### src/rtl/fetch_stage_pkg.sv
// Shared constants and state encoding for the instruction fetch stage.
// No logic, no latency.
// No flow control; consumers import what they need.
package fetch_stage_pkg;

  typedef enum logic [1:0] {
    ST_BOOT = 2'd0,
    ST_RUN  = 2'd1,
    ST_HALT = 2'd2
  } fetch_state_t;

  localparam logic [31:0] PC_RESET  = 32'h0000_0000;
  localparam logic [31:0] NOP_WORD  = 32'h0000_0013;
  localparam logic [31:0] HALT_WORD = 32'h0000_0000;
  localparam logic [31:0] PC_INCR   = 32'd4;

endpackage

### src/rtl/fetch_stage_if.sv
// Bundle of fetch-stage control inputs, instruction memory port and IF/ID outputs.
// Pure wiring, no latency.
// stall from decode is the only backpressure; it freezes PC and IF/ID.
interface fetch_stage_if;
  logic        stall;
  logic        desvio;
  logic [31:0] alvoDesvio;
  logic [31:0] imemDado;
  logic [31:0] imemEndereco;
  logic [31:0] instrucao;
  logic [31:0] pcID;
  logic        validoID;
  logic        parado;
  logic        erroAlinhamento;
  logic [31:0] contBusca;

  // Environment side: drives control and memory data, observes fetch results.
  modport master (
    output stall, desvio, alvoDesvio, imemDado,
    input  imemEndereco, instrucao, pcID, validoID, parado, erroAlinhamento, contBusca
  );

  // Fetch stage side.
  modport slave (
    input  stall, desvio, alvoDesvio, imemDado,
    output imemEndereco, instrucao, pcID, validoID, parado, erroAlinhamento, contBusca
  );
endinterface

### src/rtl/fetch_stage_if_id_reg.sv
// IF/ID pipeline register holding instruction, its PC and a valid bit.
// One cycle: inputs captured on the rising edge when load is set.
// hold (or no control) keeps contents; bubble inserts a NOP with valid cleared.
module if_id_reg
  import fetch_stage_pkg::*;
(
  input  logic        clock,
  input  logic        reset,
  input  logic        load,
  input  logic        hold,
  input  logic        bubble,
  input  logic [31:0] instr_in,
  input  logic [31:0] pc_in,
  output logic [31:0] instrucao,
  output logic [31:0] pcID,
  output logic        validoID
);

  // Reset beats bubble beats load; hold suppresses load. pcID is left alone on a bubble.
  always_ff @(posedge clock) begin
    if (reset) begin
      instrucao <= NOP_WORD;
      pcID      <= PC_RESET;
      validoID  <= 1'b0;
    end else if (bubble) begin
      instrucao <= NOP_WORD;
      validoID  <= 1'b0;
    end else if (load && !hold) begin
      instrucao <= instr_in;
      pcID      <= pc_in;
      validoID  <= 1'b1;
    end
  end

endmodule

### src/rtl/fetch_stage.sv
// Instruction fetch: PC register, BOOT/RUN/HALT control, fetch counter, IF/ID register.
// One cycle from word at PC to instrucao; imemEndereco is a direct copy of PC.
// stall holds PC and IF/ID; desvio overrides stall; HALT ignores both until reset.
module fetch_stage
  import fetch_stage_pkg::*;
(
  input  logic           clock,
  input  logic           reset,
  fetch_stage_if.slave   bus
);

  fetch_state_t state;
  logic [31:0]  pc;
  logic         ifid_load;
  logic         ifid_hold;
  logic         ifid_bubble;

  assign bus.imemEndereco = pc;

  // Decide what the IF/ID register does this cycle, following redirect > stall > halt > fetch.
  always_comb begin
    ifid_load   = 1'b0;
    ifid_hold   = 1'b0;
    ifid_bubble = 1'b0;
    case (state)
      ST_RUN: begin
        if (bus.desvio)                    ifid_bubble = 1'b1;
        else if (bus.stall)                ifid_hold   = 1'b1;
        else if (bus.imemDado == HALT_WORD) ifid_bubble = 1'b1;
        else                               ifid_load   = 1'b1;
      end
      default: ifid_bubble = 1'b1;
    endcase
  end

  // State machine with PC, halt flag, sticky alignment error and fetch counter.
  always_ff @(posedge clock) begin
    if (reset) begin
      state               <= ST_BOOT;
      pc                  <= PC_RESET;
      bus.parado          <= 1'b0;
      bus.erroAlinhamento <= 1'b0;
      bus.contBusca       <= 32'd0;
    end else begin
      case (state)
        ST_BOOT: state <= ST_RUN;
        ST_RUN: begin
          if (bus.desvio) begin
            pc <= {bus.alvoDesvio[31:2], 2'b00};
            if (bus.alvoDesvio[1:0] != 2'b00) bus.erroAlinhamento <= 1'b1;
          end else if (bus.stall) begin
            pc <= pc;
          end else if (bus.imemDado == HALT_WORD) begin
            state      <= ST_HALT;
            bus.parado <= 1'b1;
          end else begin
            pc            <= pc + PC_INCR;
            bus.contBusca <= bus.contBusca + 32'd1;
          end
        end
        ST_HALT: state <= ST_HALT;
        default: state <= ST_BOOT;
      endcase
    end
  end

  if_id_reg u_if_id_reg (
    .clock     (clock),
    .reset     (reset),
    .load      (ifid_load),
    .hold      (ifid_hold),
    .bubble    (ifid_bubble),
    .instr_in  (bus.imemDado),
    .pc_in     (pc),
    .instrucao (bus.instrucao),
    .pcID      (bus.pcID),
    .validoID  (bus.validoID)
  );

endmodule

### src/flat_wrapper.sv
// flat-port wrapper written by rule: the top's interface ports become plain ports
module fetch_stage_flat import fetch_stage_pkg::*;
  (clock, reset, bus_stall, bus_desvio, bus_alvoDesvio, bus_imemDado, bus_imemEndereco, bus_instrucao, bus_pcID, bus_validoID, bus_parado, bus_erroAlinhamento, bus_contBusca);
  fetch_stage_if bus_i ();
  input  logic clock;
  input  logic reset;
  input wire logic [$bits(bus_i.stall)-1:0] bus_stall;
  input wire logic [$bits(bus_i.desvio)-1:0] bus_desvio;
  input wire logic [$bits(bus_i.alvoDesvio)-1:0] bus_alvoDesvio;
  input wire logic [$bits(bus_i.imemDado)-1:0] bus_imemDado;
  output wire logic [$bits(bus_i.imemEndereco)-1:0] bus_imemEndereco;
  output wire logic [$bits(bus_i.instrucao)-1:0] bus_instrucao;
  output wire logic [$bits(bus_i.pcID)-1:0] bus_pcID;
  output wire logic [$bits(bus_i.validoID)-1:0] bus_validoID;
  output wire logic [$bits(bus_i.parado)-1:0] bus_parado;
  output wire logic [$bits(bus_i.erroAlinhamento)-1:0] bus_erroAlinhamento;
  output wire logic [$bits(bus_i.contBusca)-1:0] bus_contBusca;
  assign bus_i.stall = bus_stall;
  assign bus_i.desvio = bus_desvio;
  assign bus_i.alvoDesvio = bus_alvoDesvio;
  assign bus_i.imemDado = bus_imemDado;
  assign bus_imemEndereco = bus_i.imemEndereco;
  assign bus_instrucao = bus_i.instrucao;
  assign bus_pcID = bus_i.pcID;
  assign bus_validoID = bus_i.validoID;
  assign bus_parado = bus_i.parado;
  assign bus_erroAlinhamento = bus_i.erroAlinhamento;
  assign bus_contBusca = bus_i.contBusca;
  fetch_stage u_core (.clock(clock), .reset(reset), .bus(bus_i));
endmodule
### config.mk
export PLATFORM = sky130hd
export DESIGN_NAME = fetch_stage_flat
export DESIGN_NICKNAME = d
export VERILOG_FILES = /design/src/rtl/fetch_stage_pkg.sv /design/src/rtl/fetch_stage_if.sv /design/src/rtl/fetch_stage_if_id_reg.sv /design/src/rtl/fetch_stage.sv /design/src/flat_wrapper.sv
export SDC_FILE = /design/constraint.sdc
export NUM_CORES = 1
export LEC_CHECK = 0
export ABC_AREA = 1
export CAP_MARGIN = 20
export CORE_MARGIN = 4
export CORE_UTILIZATION = 48
export DETAILED_ROUTE_END_ITERATION = 10
export GPL_ROUTABILITY_DRIVEN = 0
export PLACE_DENSITY = 0.85
export SLEW_MARGIN = 20
export SYNTH_ARGS = -nofsm -noshare
export SYNTH_HDL_FRONTEND = slang
export SYNTH_SLANG_ARGS = --single-unit
export TNS_END_PERCENT = 10
### constraint.sdc
create_clock -name clock -period 1.9 [get_ports clock]
set_input_delay 0.38 -clock clock [delete_from_list [all_inputs] [get_ports clock]]
set_output_delay 0.38 -clock clock [all_outputs]
set_load 0.01 [all_outputs]
==> run metrics <==
drt first-iter violations 827; via count 7,800; share of post-route cells with drive strength above 1 8.418%; total power 9.151 mW; worst setup margin 33.33 ps; Yosys top cell by area dfxtp_1; Cell Area, Synth 6604 um^2; initial core utilization 49.48%; Inst Count DP 1,430; Buffers on Ports 194; sequential-to-total area share from yosys stat 39.11%; Worst Path Max Fanout 6; CP Class reg2out; die area 15,700 um^2; Final Setup Violations 0; commonest non-fill, non-tap cell in the layout nand2_1; post-synth cell types 27; die height 125.3 um; crit end category output pin; Leak Pwr 3.645 nW; Final HPWL DP 15,750 um; DRT antenna net count 0; GR Overflow Total 0; Crit path arrival time 1490 ps; ANT cells 0; CP cell instances clkdlybuf4s50_1; Power Density 942.2 nW/um^2; CTS root buf clkbuf_16; Yosys reg bits 129; Die Wd 125.3 um; fin crit period 1867 ps; post-DR wirelength/cell 15.09 um; Setup Skew 7.541 ps; most frequent cells in the layout nand2_1, nor2_1, clkdlybuf4s50_1; final hold viol count 0; dominant cells by area after synthesis dfxtp_1, nand2_1, nor2_1, a21oi_1, o21ai_0; worst slack at placement -345.5 ps; total track usage 27.50%; Rows 42; CTS tree built; startpoint types flop; fin crit share 98.25%; htree depth 4; overall routed net length 22,020 um; clk_lat worst skew 420 ps; drt drc 0; clk sinks 129; largest net degree at the start of global routing 47; antenna violations before repair 0; vias in the first global route 7,478; Post-Layout Cell Count 1,459; Worst path slowest cell clkdlybuf4s50_1; via density per instance 5.346; Min-Delay Path Class reg2reg; drt pass-1 iters 6; cts bufs inserted 17; Synth top area share 39.11%; Max Slew Vio Count 0; Yosys warning count 0; global-route wire length before repair 35,660 um; io pins 199; maximum clock rate 535.7 MHz; max_cap viols 0; hold_buf cts 0; Syn Area/Cell 6.295 um^2; status complete, no violations; Mapped Cells 1,049; CP top delay family buffers and inverters; area added between synthesis and finish 47.08%; worst path bufs/invs 1; core region area 13,350 um^2; CP required 1520 ps; clock slew at reported path FFs 60 ps; VDD IR max 677.4 uV; Nets 1,346; max incr delay on CP 600 ps; clk buf depth 2
==> cells in the mapped netlist (all sizes together) <==
cell / number
nand2: 342
nand3: 30
nor2: 219
nand3b: 15
ha: 4
nor3: 10
xnor2: 7
nand4: 9
clkbuf: 23
a21o: 1
a31oi: 5
conb: 1
o21bai: 1
or2: 2
buf: 25
xor2: 17
inv: 53
dfxtp: 129
a21oi: 82
o21ai: 74
==> metal layers <==
layer	routed length (um)	global-route usage, %	up-vias
met5	0	0	-
met4	1055	14.73	0
met3	1729	7.463	94
met2	10500	45.62	379
met1	8737	32.45	3555
li1	-	-	3772
==> layout make-up <==
cell class	count	area, um^2
multi-input cells	822	3636
fillers	1069	3635
flip-flops and latches	129	2601
repair buffers	251	2512
clock buffers	23	488.0
well taps	176	220.2
inverters	53	198.9
clock inverters	5	56.30
==> cells by family after synthesis <==
group	Yosys count	synth area share, %
DFF	129	39.11
buffers and inverters	101	6.328
AOI/OAI and AO/OA	163	12.69
and+or+nand+nor	627	37.87
other	1	0.05679
adders and majority gates	4	0.7579
xor gates and xnor gates	24	3.183
==> power breakdown <==
| part | total, mW | switching [mW] | internal [mW] |
|---|---|---|---|
| sequential | 3.46 | 0.403 | 3.06 |
| clock | 3.03 | 1.13 | 1.90 |
| combinational | 2.66 | 1.35 | 1.32 |
==> tightest hold or removal path, stage by stage, from the launching register on <==
cell and delay [ps]:
dfxtp_1 310, nand2_1 60, a21oi_1 50
==> timing repair <==
| item | CTS | global route |
|---|---|---|
| buffers inserted | 0 | 0 |
| gates resized for setup | 5 | 15 |
| gates cloned | 0 | 1 |
| setup endpoints to repair | 6 | 58 |
==> per-stage QoR <==
stage | area [um^2] | hold slack, ps | setup TNS [ps] | utilization [%]
4_1_cts | 9659 | 459.9 | 0 | 72.37
3_5_place_dp | 9107 | 451.9 | -27140 | 68.23
3_3_place_gp | 9107 | 447.7 | -18400 | 68.23
6_report | 9713 | 458.1 | 0 | 72.77
2_1_floorplan | 6615 | 439.2 | 0 | -
5_1_grt | 9713 | 477.9 | -7.441 | 72.77
==> registers in the layout, summed over array words and instances (netlist names) <==
register                      cells
u_core.bus.imemEndereco          30
u_core.bus.parado                 1
u_core.bus.erroAlinhamento        1
u_core.u_if_id_reg.instrucao     32
u_core.u_if_id_reg.pcID          30
u_core.u_if_id_reg.validoID       1
u_core.bus.contBusca             32
u_core.state                      2
==> path summary, 6_finish.rpt <==
check	startpoint	to	slack, ps	cells past startpoint
worst max-delay path	u_core.bus.imemEndereco[18]	bus_imemEndereco[18]	30	1
worst min-delay path	u_core.u_if_id_reg.instrucao[6]	u_core.u_if_id_reg.instrucao[6]	460	2
worst max register to register	u_core.state[1]	u_core.bus.contBusca[1]	90	11
worst min register to register	u_core.u_if_id_reg.instrucao[6]	u_core.u_if_id_reg.instrucao[6]	460	2
No activity file was read; power rests on OpenSTA's default activity.
